--- src/rtl/fu_cdb_select.sv ---
// Complete-stage arbiter: grants up to NUM_CDB prepared FU results per cycle with a
// rotating priority and registers the winners onto the CDB and ROB completion ports.
package fu_cdb_select_pkg;
    localparam int XLEN   = 32;
    localparam int PRN_W  = 6;
    localparam int ROBN_W = 5;

    typedef logic [ROBN_W-1:0] robn_t;

    typedef struct packed {
        robn_t             robn;
        logic [PRN_W-1:0]  dest_prn;
        logic [XLEN-1:0]   result;
    } fu_state_basic_packet_t;

    typedef struct packed {
        fu_state_basic_packet_t basic;
        logic                   take_branch;
        logic [XLEN-1:0]        target_pc;
    } fu_state_alu_packet_t;

    typedef struct packed {
        logic [PRN_W-1:0] dest_prn;
        logic [XLEN-1:0]  value;
    } cdb_packet_t;
endpackage

module fu_cdb_select
    import fu_cdb_select_pkg::*;
#(
    parameter int NUM_ALU  = 3,
    parameter int NUM_MULT = 2,
    parameter int NUM_LOAD = 1,
    parameter int NUM_CDB  = 2
) (
    input  logic                   clock,
    input  logic                   reset,
    input  logic                   squash,
    input  logic [NUM_ALU-1:0]     alu_prepared,
    input  fu_state_alu_packet_t   alu_packet [NUM_ALU],
    input  logic [NUM_MULT-1:0]    mult_prepared,
    input  fu_state_basic_packet_t mult_packet [NUM_MULT],
    input  logic [NUM_LOAD-1:0]    load_prepared,
    input  fu_state_basic_packet_t load_packet [NUM_LOAD],
    output logic [NUM_ALU-1:0]     alu_avail,
    output logic [NUM_MULT-1:0]    mult_avail,
    output logic [NUM_LOAD-1:0]    load_avail,
    output logic [NUM_CDB-1:0]     cdb_valid,
    output cdb_packet_t            cdb_packet [NUM_CDB],
    output logic [NUM_CDB-1:0]     rob_done_valid,
    output robn_t                  rob_done_robn [NUM_CDB]
);

    localparam int NUM_REQ = NUM_ALU + NUM_MULT + NUM_LOAD;
    localparam int PTR_W   = (NUM_REQ > 1) ? $clog2(NUM_REQ) : 1;

    logic [NUM_REQ-1:0]     req;
    logic [NUM_REQ-1:0]     grant;
    logic [NUM_REQ-1:0]     avail;
    fu_state_basic_packet_t req_pkt [NUM_REQ];

    logic [PTR_W-1:0]       ptr_q, ptr_d;
    logic [PTR_W-1:0]       slot_src [NUM_CDB];
    logic [NUM_CDB-1:0]     slot_vld;

    logic [NUM_CDB-1:0]     cdb_valid_q, cdb_valid_d;
    logic [NUM_CDB-1:0]     rob_done_valid_q, rob_done_valid_d;
    cdb_packet_t            cdb_packet_q [NUM_CDB];
    cdb_packet_t            cdb_packet_d [NUM_CDB];
    robn_t                  rob_done_robn_q [NUM_CDB];
    robn_t                  rob_done_robn_d [NUM_CDB];

    logic                   unused_alu_fields;

    assign req = {load_prepared, mult_prepared, alu_prepared};

    always_comb begin
        for (int i = 0; i < NUM_ALU; i++) begin
            req_pkt[i] = alu_packet[i].basic;
        end
        for (int i = 0; i < NUM_MULT; i++) begin
            req_pkt[NUM_ALU + i] = mult_packet[i];
        end
        for (int i = 0; i < NUM_LOAD; i++) begin
            req_pkt[NUM_ALU + NUM_MULT + i] = load_packet[i];
        end
    end

    always_comb begin
        unused_alu_fields = 1'b0;
        for (int i = 0; i < NUM_ALU; i++) begin
            unused_alu_fields = unused_alu_fields ^ alu_packet[i].take_branch ^ (^alu_packet[i].target_pc);
        end
    end

    // Rotating scan from ptr; winners fill CDB slots in scan order.
    always_comb begin
        int idx;
        int cnt;
        int last;
        grant    = '0;
        slot_vld = '0;
        for (int k = 0; k < NUM_CDB; k++) begin
            slot_src[k] = '0;
        end
        idx  = 0;
        cnt  = 0;
        last = int'(ptr_q);
        for (int off = 0; off < NUM_REQ; off++) begin
            idx = (int'(ptr_q) + off) % NUM_REQ;
            if (req[idx] && (cnt < NUM_CDB)) begin
                grant[idx] = 1'b1;
                for (int k = 0; k < NUM_CDB; k++) begin
                    if (k == cnt) begin
                        slot_vld[k] = 1'b1;
                        slot_src[k] = PTR_W'(idx);
                    end
                end
                cnt  = cnt + 1;
                last = idx;
            end
        end
        ptr_d = (cnt > 0) ? PTR_W'((last + 1) % NUM_REQ) : ptr_q;
    end

    assign avail      = ~req | grant;
    assign alu_avail  = avail[NUM_ALU-1:0];
    assign mult_avail = avail[NUM_ALU +: NUM_MULT];
    assign load_avail = avail[NUM_ALU + NUM_MULT +: NUM_LOAD];

    // A squash still consumes the granted results but publishes nothing.
    always_comb begin
        for (int k = 0; k < NUM_CDB; k++) begin
            cdb_valid_d[k]      = slot_vld[k] & ~squash;
            rob_done_valid_d[k] = slot_vld[k] & ~squash;
            cdb_packet_d[k]     = '0;
            rob_done_robn_d[k]  = '0;
            if (slot_vld[k] && !squash) begin
                cdb_packet_d[k].dest_prn = req_pkt[slot_src[k]].dest_prn;
                cdb_packet_d[k].value    = req_pkt[slot_src[k]].result;
                rob_done_robn_d[k]       = req_pkt[slot_src[k]].robn;
            end
        end
    end

    always_ff @(posedge clock or negedge reset) begin
        if (!reset) begin
            ptr_q            <= '0;
            cdb_valid_q      <= '0;
            rob_done_valid_q <= '0;
            for (int k = 0; k < NUM_CDB; k++) begin
                cdb_packet_q[k]    <= '0;
                rob_done_robn_q[k] <= '0;
            end
        end else begin
            ptr_q            <= ptr_d;
            cdb_valid_q      <= cdb_valid_d;
            rob_done_valid_q <= rob_done_valid_d;
            for (int k = 0; k < NUM_CDB; k++) begin
                cdb_packet_q[k]    <= cdb_packet_d[k];
                rob_done_robn_q[k] <= rob_done_robn_d[k];
            end
        end
    end

    assign cdb_valid      = cdb_valid_q;
    assign rob_done_valid = rob_done_valid_q;
    assign cdb_packet     = cdb_packet_q;
    assign rob_done_robn  = rob_done_robn_q;

endmodule
--- config.mk ---
export PLATFORM = sky130hd
export DESIGN_NAME = fu_cdb_select
export DESIGN_NICKNAME = d
export VERILOG_FILES = /design/src/rtl/fu_cdb_select.sv
export SDC_FILE = /design/constraint.sdc
export NUM_CORES = 1
export LEC_CHECK = 0
export ABC_AREA = 1
export CAP_MARGIN = 20
export CORE_AREA = 4 4 179 181
export CTS_CLUSTER_SIZE = 40
export DETAILED_ROUTE_END_ITERATION = 16
export DIE_AREA = 0 0 183 185
export GPL_ROUTABILITY_DRIVEN = 0
export PLACE_DENSITY = 0.77
export SKIP_LAST_GASP = 1
export SLEW_MARGIN = 20
export SYNTH_ARGS = -nofsm -noshare
export SYNTH_HDL_FRONTEND = slang
export SYNTH_SLANG_ARGS = --single-unit
--- constraint.sdc ---
create_clock -name clock -period 14.65 [get_ports clock]
set_clock_uncertainty 0.05 [all_clocks]
set_input_delay 2.1975 -clock clock [delete_from_list [all_inputs] [get_ports clock]]
set_output_delay 2.1975 -clock clock [all_outputs]
set_load 0.02 [all_outputs]
==> results of run 1 <==
[through the flow]
stage,instance area [µm²],utilization (%),hold slack (ps),setup slack (ps),instances
2_1_floorplan,10500,-,603,6210,1675
3_3_place_gp,14300,47.0,646,4650,2332
3_5_place_dp,14300,47.0,667,4400,2332
4_1_cts,14600,48.1,679,4770,2347
5_1_grt,14600,48.1,751,3740,2356
6_report,14600,48.1,663,4630,2356
[synth_stat cells (16+ instances only)]
cell,count
nand2_2,16
nor2_1,303
o21bai_1,86
dfrtp_1,91
nand2_1,318
inv_1,100
nand4_1,20
a21oi_1,91
clkbuf_1,91
inv_2,18
o21ai_0,216
nand3_1,51
ha_1,36
o32ai_1,86
[cell families (layout without fill, tap and decap cells)]
| group | after synthesis | count (layout) | share of synthesized area [%] |
|---|---|---|---|
| XOR/XNOR | 12 | 12 | 1.07 |
| AO/OA/AOI/OAI | 547 | 547 | 33.3 |
| adder cells (fa/ha/maj) | 36 | 36 | 4.30 |
| AND/OR/NAND/NOR | 748 | 748 | 30.4 |
| flip-flops | 91 | 91 | 21.7 |
| buffers and inverters | 241 | 517 | 9.18 |
| other | 0 | 9 | 0 |
[sequential cells by signal (all words and copies together) (netlist names)]
signal,cells
rob_done_valid,2
ptr_q,3
rob_done_robn,10
cdb_packet,76
[critical path: cells and delay by family]
| family | cells | cell delay (ps) |
|---|---|---|
| buffers and inverters | 9 | 1090 |
| AOI/OAI and AO/OA | 2 | 580 |
| adders and majority gates | 6 | 1600 |
| and+or+nand+nor | 37 | 4640 |
| xor gates and xnor gates | 1 | 150 |
[final timing paths]
path / start / end / cells past startpoint
setup / recovery: alu_prepared[2] / ptr_q[2] / 55
hold / removal: ptr_q[2] / ptr_q[2] / 3
setup reg to reg: ptr_q[1] / ptr_q[2] / 60
hold reg to reg: ptr_q[2] / ptr_q[2] / 3
max in group asynchronous: reset / rob_done_robn[8] / 2
min in group asynchronous: reset / cdb_packet[62] / 1
[area by class of cell]
type                            instances  area share, %
Multi-Input combinational cell       1343           50.0
Timing Repair Buffer                  379           25.6
Sequential cell                        91           15.5
Tap cell                              396           3.38
Inverter                              123           3.19
Clock buffer                           12           1.82
Clock inverter                          3          0.316
Antenna cell                            9          0.154
[routing by layer]
metal / vias up / wire length [µm] / track usage [%]
met5: - / 0 / 0
met4: 0 / 2550 / 15.0
met3: 164 / 4970 / 3.99
met2: 895 / 22400 / 43.2
met1: 6345 / 17200 / 31.8
li1: 6293 / - / -
==> impl_metrics.ini, run 1 <==
[run_status]
status = finished clean

[worst_setup_path]
crit_path_start_kind = primary input
crit_required_ps = 14900
cpPeakStageDelay_ps = 500
criticalPathCategory = in2reg
cp-end-kind = register
arrival_ps = 10270
cpMostUsedCell = nand2_1
crit_fanout = 22
critPathSlowestCell = o21ai_0
r2r_slack_ps = 5020

[sta]
fin_crit_ps = 10020
fmax_mhz = 99.8
rsz0062_at_grt = false
period_share_pct = 68.4
slew_headroom_pct = 32.4
tightest_slew_ps = 1010
fin_tns_setup_ps = 0
drv_slew = 0
hold_viol = 0
setup_violations = 0

[floorplanning]
fp.coreArea_um2 = 30400
fp.dieArea_um2 = 33900
rows = 64
die_x_um = 183
initial_core_util_pct = 34.4
ios = 462
die_h_um = 185

[synth]
synth.net_count = 2077
yosysWarningCount = 0
ys_ff_latch = 91
synth_ff_type = dfrtp_1
synth_top_area_cell = dfrtp_1
synth_area_leaders = dfrtp_1 (22%), nand2_1 (11%), nor2_1 (11%), o21ai_0 (10%), o32ai_1 (7.2%)
synth_top_cell_area_share_pct = 21.7
synth_edf_count = 0
avgSynthCellArea_um2 = 6.26
post_synth_inst_count = 1675
ys_types = 55
ys_seq_area_share_pct = 21.7
syn_area_um2 = 10500
async_flop_share_pct = 100

[clock_tree]
ctsHoldBuffers = 0
cts-root-buf = clkbuf_16
cts.clk_slew.worst_paths_ps = 70
postCtsSetupBuffers = 0
cts_tree = built
cts_resized = 0
htree_levels = 3
worstSkewPairLatency_ps = 360
clockBufferDepth = 2
numCtsBuffers = 9
cts.sinks = 91

[place]
io_buffers = 362
dpl.hpwl_mm = 33.1

[grt]
grt_overflow = 0
grt_max_degree = 93
antenna_found_initial = 9
grt_pass1_wl_mm = 70.3
grt_pass1_vias = 12777
track_usage_pct = 25.9

[layout]
fillers = 3053
multiInputGateArea_um2 = 7320
drive_gt1_share_pct = 6.36
mostFrequentLayoutCells = clkdlybuf4s50_1 (361), nand2_1 (316), nor2_1 (303), o21ai_0 (214), inv_1 (97)
layout_commonest_cell = clkdlybuf4s50_1
fin_nets = 2349
syn_to_final_growth_pct = 39.8
register_area_um2 = 2280

[detailed_routing]
num_vias = 13697
detail-route-antenna-nets = 0
vias_per_cell = 5.81
firstDrtPassIters = 8
wirelength_mm = 47.1
wl_per_cell_um = 20.0
drc = 0
drt_iter0_drc = 1629

[worst_hold_path]
hold_path.class = reg2reg

[flow_run]
timing.max_cap.violations = 0
Power of run 1 is left out: the tool's default activity adds up to more than one toggle a clock period on the data nets, which glitch-free logic cannot reach.
==> inputs of run 2 (changes only) <==
--- a/config.mk
+++ b/config.mk
@@ -7,12 +7,12 @@
 export LEC_CHECK = 0
 export ABC_AREA = 1
 export CAP_MARGIN = 20
-export CORE_AREA = 4 4 179 181
+export CORE_AREA = 4 4 177 179
 export CTS_CLUSTER_SIZE = 40
 export DETAILED_ROUTE_END_ITERATION = 16
-export DIE_AREA = 0 0 183 185
+export DIE_AREA = 0 0 181 183
 export GPL_ROUTABILITY_DRIVEN = 0
-export PLACE_DENSITY = 0.77
+export PLACE_DENSITY = 0.81
 export SKIP_LAST_GASP = 1
 export SLEW_MARGIN = 20
 export SYNTH_ARGS = -nofsm -noshare
==> constraint.sdc (replaced) <==
create_clock -name clock -period 8.1 [get_ports clock]
set_clock_uncertainty 0.05 [all_clocks]
set_input_delay 1.215 -clock clock [delete_from_list [all_inputs] [get_ports clock]]
set_output_delay 1.215 -clock clock [all_outputs]
set_load 0.02 [all_outputs]
==> run 2 against run 1 <==
Against the previous run:
- via count increased by 1.1%
- setup slack got worse by 4100 ps
- highest routed layer is now met5
- critical path type unchanged
- critical path depth increased by 2
==> impl_metrics.ini, run 2 (synthesis gave the netlist of run 1 again) <==
[layout]
stdcell_count = 2418
multiInputGateArea_um2 = 7500
layout_commonest_cell = clkdlybuf4s50_1
drive_gt1_share_pct = 11.1
fin_nets = 2415
post-route-cell-area_um2 = 15400
fillers = 2810
syn_to_final_growth_pct = 46.8
register_area_um2 = 2280
mostFrequentLayoutCells = clkdlybuf4s50_1 (361), nand2_1 (305), nor2_1 (300), o21ai_0 (210), inv_1 (94)
largest_register_ffs = 76

[grt]
grt_overflow = 0
grt_max_degree = 130
grt_pass1_vias = 13100
grt_pass1_wl_mm = 71.5
track_usage_pct = 26.6
antenna_found_initial = 13

[detailed_routing]
firstDrtPassIters = 6
vias_per_cell = 5.73
detail-route-antenna-nets = 0
wl_per_cell_um = 19.6
num_vias = 13854
drt_iter0_drc = 1476
wirelength_mm = 47.3
drc = 0

[clock_tree]
worstSkewPairLatency_ps = 360
ctsHoldBuffers = 0
cts_tree = built
numCtsBuffers = 9
clockBufferDepth = 2
htree_levels = 3
cts.clk_slew.worst_paths_ps = 70
cts.sinks = 91
cts-root-buf = clkbuf_16

[floorplanning]
die_x_um = 181
initial_core_util_pct = 35.4
ios = 462
fp.dieArea_um2 = 33100
die_h_um = 183
rows = 63
fp.coreArea_um2 = 29600

[sta]
period_share_pct = 93.5
slew_headroom_pct = 35.2
setup_violations = 0
tightest_slew_ps = 968
drv_slew = 0
fmax_mhz = 132
hold_viol = 0
fin_crit_ps = 7570

[place]
placed_cells = 2382
dpl.hpwl_mm = 34.5
placed_area_um2 = 14800
io_buffers = 362

[worst_setup_path]
critPathSlowestCell = clkdlybuf4s50_1
r2r_end = ptr_q[2]
cpPeakStageDelay_ps = 480
cp-end-kind = register
r2r-start = ptr_q[1]
ff2ff_path_depth = 59
crit_fanout = 4
arrival_ps = 7820
criticalPathCategory = in2reg
r2r_slack_ps = 570
cpMostUsedCell = nand2_1
crit_path_start_kind = primary input
crit_required_ps = 8350

[run_status]
status = finished clean

[worst_hold_path]
min_from = ptr_q[0]
hold_path.class = reg2reg
hold_depth = 2
hold_path_end = ptr_q[0]

[flow_run]
timing.max_cap.violations = 0
[run 2: cell types whose count changed in the layout (fill, tap and decap cells not counted), moves of 5 or more]
| cell | previous run | this run |
|---|---|---|
| nand2_2 | 16 | 24 |
| ha_4 | 0 | 5 |
| buf_4 | 18 | 75 |
| nand2_1 | 316 | 305 |
| ha_1 | 36 | 28 |
| buf_12 | 0 | 7 |
[run 2: how the worst max path moves through the flow]
| stage | startpoint | to | slack (ps) | cells past startpoint |
|---|---|---|---|---|
| detailed placement | alu_prepared[0] | ptr_q[2] | -30 | 59 |
| global placement | mult_prepared[0] | ptr_q[2] | 180 | 57 |
| finish | mult_prepared[0] | ptr_q[2] | 530 | 57 |
| CTS | ptr_q[1] | ptr_q[2] | 220 | 60 |
| global route | ptr_q[1] | ptr_q[2] | -60 | 65 |
| floorplan | ptr_q[0] | ptr_q[2] | 170 | 63 |
[run 2: cell type report]
cell class,instances,share of cell area [%]
inverter,123,3.07
antenna,10,0.163
multi-input combinational,1344,48.8
clock inverter,5,0.244
sequential,91,14.8
timing repair buffer,444,28.2
clock buffer,11,1.58
tap,390,3.17
[run 2: per-layer routing]
layer  global-route usage [%]  vias up  routed length, µm
li1                         -     6418                  -
met5                        0        -                 39
met1                     32.4     6418              17800
met3                     5.49      162               4570
met2                     44.5      850              22300
met4                     13.9        6               2530
[run 2: worst max-delay path, delay by kind of cell]
kind,cells,cell delay [ps]
fa+ha+maj,6,1260
xor+xnor,2,290
simple gates,32,2980
buf+inv,13,1390
compound gates,4,680
[run 2: repair_timing]
action                     in CTS  in global routing
gates resized for setup         0                 51
setup endpoints to repair       0                  2
setup buffers                   0                  9
[run 2: stage by stage]
stage / setup TNS, ps / setup slack [ps] / utilization, % / hold WS [ps]
after global routing: -63.7 / -63.7 / 52.0 / 581
after CTS: 0 / 225 / 51.1 / 538
after global placement: 0 / 182 / 50.1 / 512
after detailed placement: -35.0 / -35.0 / 50.1 / 522
final: 0 / 530 / 52.0 / 574
after floorplan: 0 / 170 / - / 603
Power of run 2 is left out for the same reason.
==> inputs of run 3 (changes only) <==
--- a/config.mk
+++ b/config.mk
@@ -8,10 +8,12 @@
 export ABC_AREA = 1
 export CAP_MARGIN = 20
 export CORE_AREA = 4 4 177 179
+export CTS_CLUSTER_DIAMETER = 40
 export CTS_CLUSTER_SIZE = 40
 export DETAILED_ROUTE_END_ITERATION = 16
 export DIE_AREA = 0 0 181 183
 export GPL_ROUTABILITY_DRIVEN = 0
+export GPL_TIMING_DRIVEN = 1
 export PLACE_DENSITY = 0.81
 export SKIP_LAST_GASP = 1
 export SLEW_MARGIN = 20
==> results of run 3 <==
No change in the layout: final DEF, timing and power equal those of run 2.
Power of run 3 is left out for the same reason.
